--- config.mk ---
export PLATFORM = sky130hd
export DESIGN_NAME = trng_sample_ctrl
export DESIGN_NICKNAME = d
export VERILOG_FILES = /design/src/rtl/trng_pkg.sv /design/src/rtl/trng_rct.sv /design/src/rtl/trng_sample_ctrl.sv
export SDC_FILE = /design/constraint.sdc
export NUM_CORES = 1
export LEC_CHECK = 0
export ABC_AREA = 0
export CORE_MARGIN = 3
export CORE_UTILIZATION = 55
export CTS_BUF_LIST = sky130_fd_sc_hd__clkbuf_2
export DETAILED_ROUTE_END_ITERATION = 16
export HOLD_SLACK_MARGIN = 0.1
export PLACE_DENSITY = 0.92
export SYNTH_ARGS = -nofsm -noshare
export SYNTH_HDL_FRONTEND = slang
export SYNTH_SLANG_ARGS = --single-unit
--- constraint.sdc ---
create_clock -name clk -period 2.6 [get_ports clk]
set_clock_uncertainty 0.05 [all_clocks]
set_input_delay 0.39 -clock clk [delete_from_list [all_inputs] [get_ports clk]]
set_output_delay 0.39 -clock clk [all_outputs]
set_load 0.02 [all_outputs]
--- src/rtl/trng_pkg.sv ---
// Shared types and defaults for the TRNG sampling controller.
package trng_pkg;

    typedef enum logic [2:0] {
        ST_IDLE   = 3'd0,
        ST_WARMUP = 3'd1,
        ST_SAMPLE = 3'd2,
        ST_HOLD   = 3'd3,
        ST_FAIL   = 3'd4
    } trng_state_e;

    localparam int DEF_WORD_W    = 32;
    localparam int DEF_RCT_LIMIT = 32;

    // Oscillators run (and the block reports busy) in every working state.
    function automatic logic state_active(input trng_state_e s);
        return (s == ST_WARMUP) || (s == ST_SAMPLE) || (s == ST_HOLD);
    endfunction

endpackage

--- src/rtl/trng_rct.sv ---
// Repetition-count health test: flags RCT_LIMIT consecutive identical samples.
// fail is combinational so the controller can react on the same edge the
// offending sample is taken.
module trng_rct
    import trng_pkg::*;
#(
    parameter int RCT_LIMIT = DEF_RCT_LIMIT
) (
    input  logic clk,
    input  logic rst_n,
    input  logic clear,
    input  logic bit_in,
    input  logic bit_valid,
    output logic fail
);

    localparam int RUN_W = $clog2(RCT_LIMIT + 1);
    localparam logic [RUN_W-1:0] RUN_MAX  = RUN_W'(RCT_LIMIT);
    localparam logic [RUN_W-1:0] RUN_TRIP = RUN_W'(RCT_LIMIT - 1);

    logic [RUN_W-1:0] run_q, run_d;
    logic             last_q, last_d;
    logic             repeat_bit;

    assign repeat_bit = (run_q != '0) && (bit_in == last_q);

    // Track the current run length of identical samples.
    always_comb begin
        run_d  = run_q;
        last_d = last_q;
        if (clear) begin
            run_d  = '0;
            last_d = 1'b0;
        end else if (bit_valid) begin
            last_d = bit_in;
            if (repeat_bit) begin
                run_d = (run_q == RUN_MAX) ? run_q : run_q + 1'b1;
            end else begin
                run_d = RUN_W'(1);
            end
        end
    end

    // The sample that would extend the run to RCT_LIMIT trips the test.
    assign fail = bit_valid && !clear && repeat_bit && (run_q >= RUN_TRIP);

    // Run-length state register.
    always_ff @(posedge clk or negedge rst_n) begin
        if (!rst_n) begin
            run_q  <= '0;
            last_q <= 1'b0;
        end else begin
            run_q  <= run_d;
            last_q <= last_d;
        end
    end

endmodule

--- src/rtl/trng_sample_ctrl.sv ---
// TRNG entropy-path sequencer: oscillator warm-up, divided sample strobes into
// the Von Neumann corrector, word packing and valid/ready word hand-off.
// Build option: define TRNG_HEALTH_EN to add the repetition-count health test
// (trng_rct) and the FAIL state; otherwise health_fail is tied low.
//
// Handshake: word_data is offered while word_valid is high and stays stable;
// a word transfers on any clock edge where word_valid && word_ready, and
// word_valid does not depend combinationally on word_ready.
module trng_sample_ctrl
    import trng_pkg::*;
#(
    parameter int WARMUP_CYCLES = 1024,
    parameter int SAMPLE_DIV    = 16,
    parameter int WORD_W        = DEF_WORD_W,
    parameter int RCT_LIMIT     = DEF_RCT_LIMIT
) (
    input  logic              clk,
    input  logic              rst_n,
    input  logic              start,
    input  logic              stop,
    output logic              osc_en,
    input  logic              raw_bit,
    output logic              vn_rst,
    output logic              sample_bit,
    output logic              sample_valid,
    input  logic              corr_bit,
    input  logic              corr_valid,
    output logic [WORD_W-1:0] word_data,
    output logic              word_valid,
    input  logic              word_ready,
    output logic              busy,
    output logic              health_fail
);

    if (WARMUP_CYCLES < 1 || SAMPLE_DIV < 2 || WORD_W < 2 || RCT_LIMIT < 2) begin : g_param_check
        $error("trng_sample_ctrl: illegal parameter value");
    end

    localparam int WARM_W = $clog2(WARMUP_CYCLES + 1);
    localparam int DIV_W  = $clog2(SAMPLE_DIV);
    localparam int BIT_W  = $clog2(WORD_W + 1);

    localparam logic [WARM_W-1:0] WARM_LAST = WARM_W'(WARMUP_CYCLES - 1);
    localparam logic [DIV_W-1:0]  DIV_LAST  = DIV_W'(SAMPLE_DIV - 1);
    localparam logic [BIT_W-1:0]  BIT_LAST  = BIT_W'(WORD_W - 1);
    localparam logic [BIT_W-1:0]  BIT_FULL  = BIT_W'(WORD_W);

    trng_state_e        state_q, state_d;
    logic [WARM_W-1:0]  warm_cnt_q, warm_cnt_d;
    logic [DIV_W-1:0]   div_q, div_d;
    logic [BIT_W-1:0]   bit_cnt_q, bit_cnt_d;
    logic [WORD_W-1:0]  word_q, word_d;
    logic               stop_pend_q, stop_pend_d;
    logic               osc_en_q, osc_en_d;
    logic               vn_rst_q, vn_rst_d;
    logic               sample_bit_q, sample_bit_d;
    logic               sample_valid_q, sample_valid_d;
    logic               word_valid_q, word_valid_d;
    logic               busy_q, busy_d;
    logic               health_fail_q, health_fail_d;
    logic               div_last;
    logic               rct_fail;

    assign div_last = (div_q == DIV_LAST);

`ifdef TRNG_HEALTH_EN
    // Health test sees each raw sample as it is strobed; cleared on WARMUP entry.
    trng_rct #(
        .RCT_LIMIT (RCT_LIMIT)
    ) u_rct (
        .clk       (clk),
        .rst_n     (rst_n),
        .clear     (vn_rst_d),
        .bit_in    (raw_bit),
        .bit_valid ((state_q == ST_SAMPLE) && div_last),
        .fail      (rct_fail)
    );
`else
    assign rct_fail = 1'b0;
`endif

    // Next-state, counter and packing logic.
    always_comb begin
        state_d       = state_q;
        warm_cnt_d    = warm_cnt_q;
        div_d         = div_q;
        bit_cnt_d     = bit_cnt_q;
        word_d        = word_q;
        stop_pend_d   = stop_pend_q;
        health_fail_d = health_fail_q;

        case (state_q)
            ST_IDLE: begin
                if (start) begin
                    state_d    = ST_WARMUP;
                    warm_cnt_d = '0;
                end
            end
            ST_WARMUP: begin
                if (stop) begin
                    state_d = ST_IDLE;
                end else if (warm_cnt_q == WARM_LAST) begin
                    state_d   = ST_SAMPLE;
                    div_d     = '0;
                    bit_cnt_d = '0;
                    word_d    = '0;
                end else begin
                    warm_cnt_d = warm_cnt_q + 1'b1;
                end
            end
            ST_SAMPLE: begin
                div_d = div_last ? '0 : div_q + 1'b1;
                if (corr_valid) begin
                    word_d    = {word_q[WORD_W-2:0], corr_bit};
                    bit_cnt_d = (bit_cnt_q == BIT_FULL) ? bit_cnt_q : bit_cnt_q + 1'b1;
                end
                if (stop) begin
                    state_d   = ST_IDLE;
                    div_d     = '0;
                    bit_cnt_d = '0;
                    word_d    = '0;
                end else if (rct_fail) begin
                    state_d       = ST_FAIL;
                    health_fail_d = 1'b1;
                    div_d         = '0;
                    bit_cnt_d     = '0;
                    word_d        = '0;
                end else if (corr_valid && (bit_cnt_q == BIT_LAST)) begin
                    state_d     = ST_HOLD;
                    stop_pend_d = 1'b0;
                end
            end
            ST_HOLD: begin
                if (stop) begin
                    stop_pend_d = 1'b1;
                end
                if (word_valid_q && word_ready) begin
                    state_d     = (stop || stop_pend_q) ? ST_IDLE : ST_SAMPLE;
                    div_d       = '0;
                    bit_cnt_d   = '0;
                    word_d      = '0;
                    stop_pend_d = 1'b0;
                end
            end
            ST_FAIL: begin
                if (start && !stop) begin
                    state_d       = ST_WARMUP;
                    warm_cnt_d    = '0;
                    health_fail_d = 1'b0;
                end
            end
            default: begin
                state_d = ST_IDLE;
            end
        endcase
    end

    // Registered outputs derived from the state being entered.
    always_comb begin
        osc_en_d       = state_active(state_d);
        busy_d         = state_active(state_d);
        vn_rst_d       = (state_d == ST_WARMUP) && (state_q != ST_WARMUP);
        sample_valid_d = (state_q == ST_SAMPLE) && div_last &&
                         ((state_d == ST_SAMPLE) || (state_d == ST_FAIL));
        sample_bit_d   = sample_valid_d ? raw_bit : sample_bit_q;
        word_valid_d   = (state_d == ST_HOLD);
    end

    // State, counter and output registers.
    always_ff @(posedge clk or negedge rst_n) begin
        if (!rst_n) begin
            state_q        <= ST_IDLE;
            warm_cnt_q     <= '0;
            div_q          <= '0;
            bit_cnt_q      <= '0;
            word_q         <= '0;
            stop_pend_q    <= 1'b0;
            osc_en_q       <= 1'b0;
            vn_rst_q       <= 1'b0;
            sample_bit_q   <= 1'b0;
            sample_valid_q <= 1'b0;
            word_valid_q   <= 1'b0;
            busy_q         <= 1'b0;
            health_fail_q  <= 1'b0;
        end else begin
            state_q        <= state_d;
            warm_cnt_q     <= warm_cnt_d;
            div_q          <= div_d;
            bit_cnt_q      <= bit_cnt_d;
            word_q         <= word_d;
            stop_pend_q    <= stop_pend_d;
            osc_en_q       <= osc_en_d;
            vn_rst_q       <= vn_rst_d;
            sample_bit_q   <= sample_bit_d;
            sample_valid_q <= sample_valid_d;
            word_valid_q   <= word_valid_d;
            busy_q         <= busy_d;
            health_fail_q  <= health_fail_d;
        end
    end

    assign osc_en       = osc_en_q;
    assign vn_rst       = vn_rst_q;
    assign sample_bit   = sample_bit_q;
    assign sample_valid = sample_valid_q;
    assign word_data    = word_q;
    assign word_valid   = word_valid_q;
    assign busy         = busy_q;
    assign health_fail  = health_fail_q;

endmodule
==> run_results.csv, run 1 <==
group,metric,value,unit
timing,finalWorstPathRequiredPeriod,2.36,ns
setup_path,slowest_delay,0.44,ns
synthesis,avgSynthCellArea,9.34,um2
setup_path,arrival,2.66,ns
timing,hold_ws,0.407,ns
routing,routed_wl,6770,um
timing,slew_headroom,57.6,%
setup_path,cp_max_fo,17,
final_layout,fin_nets,379,
timing,setup_viol,0,
clocking,cts_tree,"yes",
power,p_leak,1.56,nW
setup_path,rrSetupSlack,0.24,ns
final_layout,diodes,0,
setup_path,path_cells,"ha_1 -> and4b_1 -> a31oi_4 -> a2111oi_4 -> buf_12 -> o2111a_1 -> mux2_1",
placement,gp_congestion,0.834,
timing,fin_crit_sh,90.8,%
routing,ant_nets,0,
setup_path,path_class,"reg -> reg",
synthesis,yosysTopAreaCell,"dfrtp_1",
clocking,insertion_delay,0.45,ns
floorplan,die_x,78.8,um
synthesis,synth_edf_count,0,
power,power_density,500,mW/mm2
synthesis,yosysMostFrequentCell,"nand2_1",
synthesis,synth_top_flop_cell,"dfrtp_1",
synthesis,synth_seq_cells,62,
setup_path,cp_top_family,"compound AO/OA/AOI/OAI gates",
timing,tightest_slew,0.636,ns
setup_path,startpoint_type,"flop",
routing,vias,2487,
clocking,cts-htree-levels,3,
setup_path,crit_buf_inv,1,
global_routing,grt_max_degree,67,
floorplan,core_area,0.00491,mm2
synthesis,synth_top_area_share,53.2,%
routing,detail_route.vias_per_cell,5.67,
final_layout,layout-drive-gt1-share,11.6,%
global_routing,antenna_found_initial,0,
clocking,cts.sinks,62,
setup_path,slowest_stage,"dfrtp_1",
setup_path,required,2.90,ns
floorplan,die-area,0.00621,mm2
synthesis,synth_common_cells,"80 x nand2_1, 62 x dfrtp_1, 45 x o21ai_0, 13 x a21oi_1, 10 x nor2_1",
routing,drtIter0Drc,218,
clocking,cts_resized,0,
synthesis,syn-cell-area,0.00291,mm2
floorplan,core.rowCount,25,
final_layout,area_delta_synth_final,25.0,%
synthesis,syn_nets,324,
routing,drc,0,
synthesis,synthArstFlopShare,100,%
placement,dpl.hpwl,4740,um
clocking,clk_pin_slew,0.19,ns
clocking,ctsHoldBuffers,1,
global_routing,grt.total_usage,24.3,%
synthesis,ys_types,52,
power,ir_drop,0.396,mV
synthesis,ys_seq_area_share,53.2,%
clocking,postCtsSetupBuffers,0,
clocking,ctsLongestPathBuffers,2,
synthesis,synthTopCellsByArea,"dfrtp_1 53%, nand2_1 10%, o21ai_0 7.7%",
global_routing,grt_pass1_vias,2536,
timing,tns,0,ns
job,cap_viol_max_count,0,
clocking,cts_made_buffers,9,
setup_path,endpoint_kind,"flop",
floorplan,ios,47,
global_routing,grt-ovfl-total,0,
run_status,outcome,"completed",
timing,rsz0062_at_grt,"no",
hold_path,hp-class,"in -> reg",
timing,fmaxAchievable,424,MHz
synthesis,yosysWarnings,0,
timing,finalHoldViolations,0,
floorplan,die_y,78.8,um
global_routing,grt_pass1_wl,11900,um
routing,wl_per_cell,15.4,um
routing,drt-pass1-iter-count,4,
clocking,root_buffer,"clkbuf_2",
timing,slew_violations,0,
placement,portBuffers,45,
synthesis,postSynthCellCount,312,
floorplan,initial_utilization,59.3,%
-- area by class of cell --
cell class / instances / area (um2)
clock buffer: 9 / 45.0
fill: 364 / 1270
multi-input combinational: 222 / 1260
timing repair buffer: 63 / 608
clock inverter: 7 / 65.1
inverter: 9 / 33.8
sequential: 62 / 1550
tap: 67 / 83.8
-- cell usage in the layout (no fill, tap or decap), drive strengths merged, types with 3 or more instances in the layout --
master,netlist,routed
a21oi,13,13
and2,4,4
buf,11,18
clkbuf,8,9
clkdlybuf4s50,0,44
clkinv,0,5
dfrtp,62,62
ha,4,4
inv,9,9
nand2,80,80
nand2b,3,3
nand3,9,9
nand4,6,6
nor2,10,10
o21ai,47,47
o31ai,4,4
or4,3,3
-- power breakdown --
part | leakage, nW | total [mW] | switching [mW] | internal [mW]
combinational | 0.630 | 0.229 | 0.136 | 0.0932
sequential | 0.858 | 1.03 | 0.0351 | 0.993
clock | 0.0691 | 0.564 | 0.348 | 0.216
-- layer usage --
layer	up-vias	wire, um	track usage (%)
li1	1205	-	-
met1	1200	2920	32.4
met2	72	3390	38.9
met3	10	354	4.20
met4	0	106	11.2
met5	-	0	0
-- worst min-delay path: stages --
cell and delay, ns:
clkdlybuf4s50_1 0.40, nand2_1 0.05, o21ai_0 0.06
-- sequential cells by signal (all words and copies together), names as in the netlist --
signal / flops
sample_valid: 1
sample_bit: 1
word_data: 32
stop_pend_q: 1
word_valid: 1
bit_cnt_q: 6
state_q: 3
div_q: 4
busy: 1
warm_cnt_q: 11
vn_rst: 1
-- worst paths after layout --
kind | cells after the start | end | startpoint
setup / recovery | 7 | sample_bit | warm_cnt_q[0]
hold / removal | 3 | word_data[0] | corr_bit
setup reg to reg | 7 | sample_bit | warm_cnt_q[0]
hold reg to reg | 1 | div_q[3] | div_q[3]
max in group asynchronous | 3 | word_data[8] | rst_n
min in group asynchronous | 2 | warm_cnt_q[3] | rst_n
-- per-stage QoR --
step,instances,util [%],instance area [um2],setup slack (ns),total power [mW]
floorplan,312,-,2910,0.465,1.16
global placement,422,71.7,3520,0.00486,1.25
detailed placement,422,71.7,3520,-0.0957,1.27
CTS,439,74.2,3640,0.227,1.84
global route,439,74.2,3640,0.146,1.91
finish,439,74.2,3640,0.239,1.82
-- logic make-up (layout without fill, tap and decap cells) --
group,after synthesis,count (layout),share of synthesized area [%]
buf+inv,28,88,4.47
compound gates,85,85,18.5
simple gates,130,130,21.3
other cells,1,1,0.129
fa+ha+maj,4,4,1.72
mux,2,2,0.730
flops,62,62,53.2
(Power assumes the default switching activity.)
==> inputs of run 2 (changes only) <==
- TNS_END_PERCENT: unset -> 10
==> results of run 2 <==
The final DEF is identical to that of run 1; final timing and power are the same.
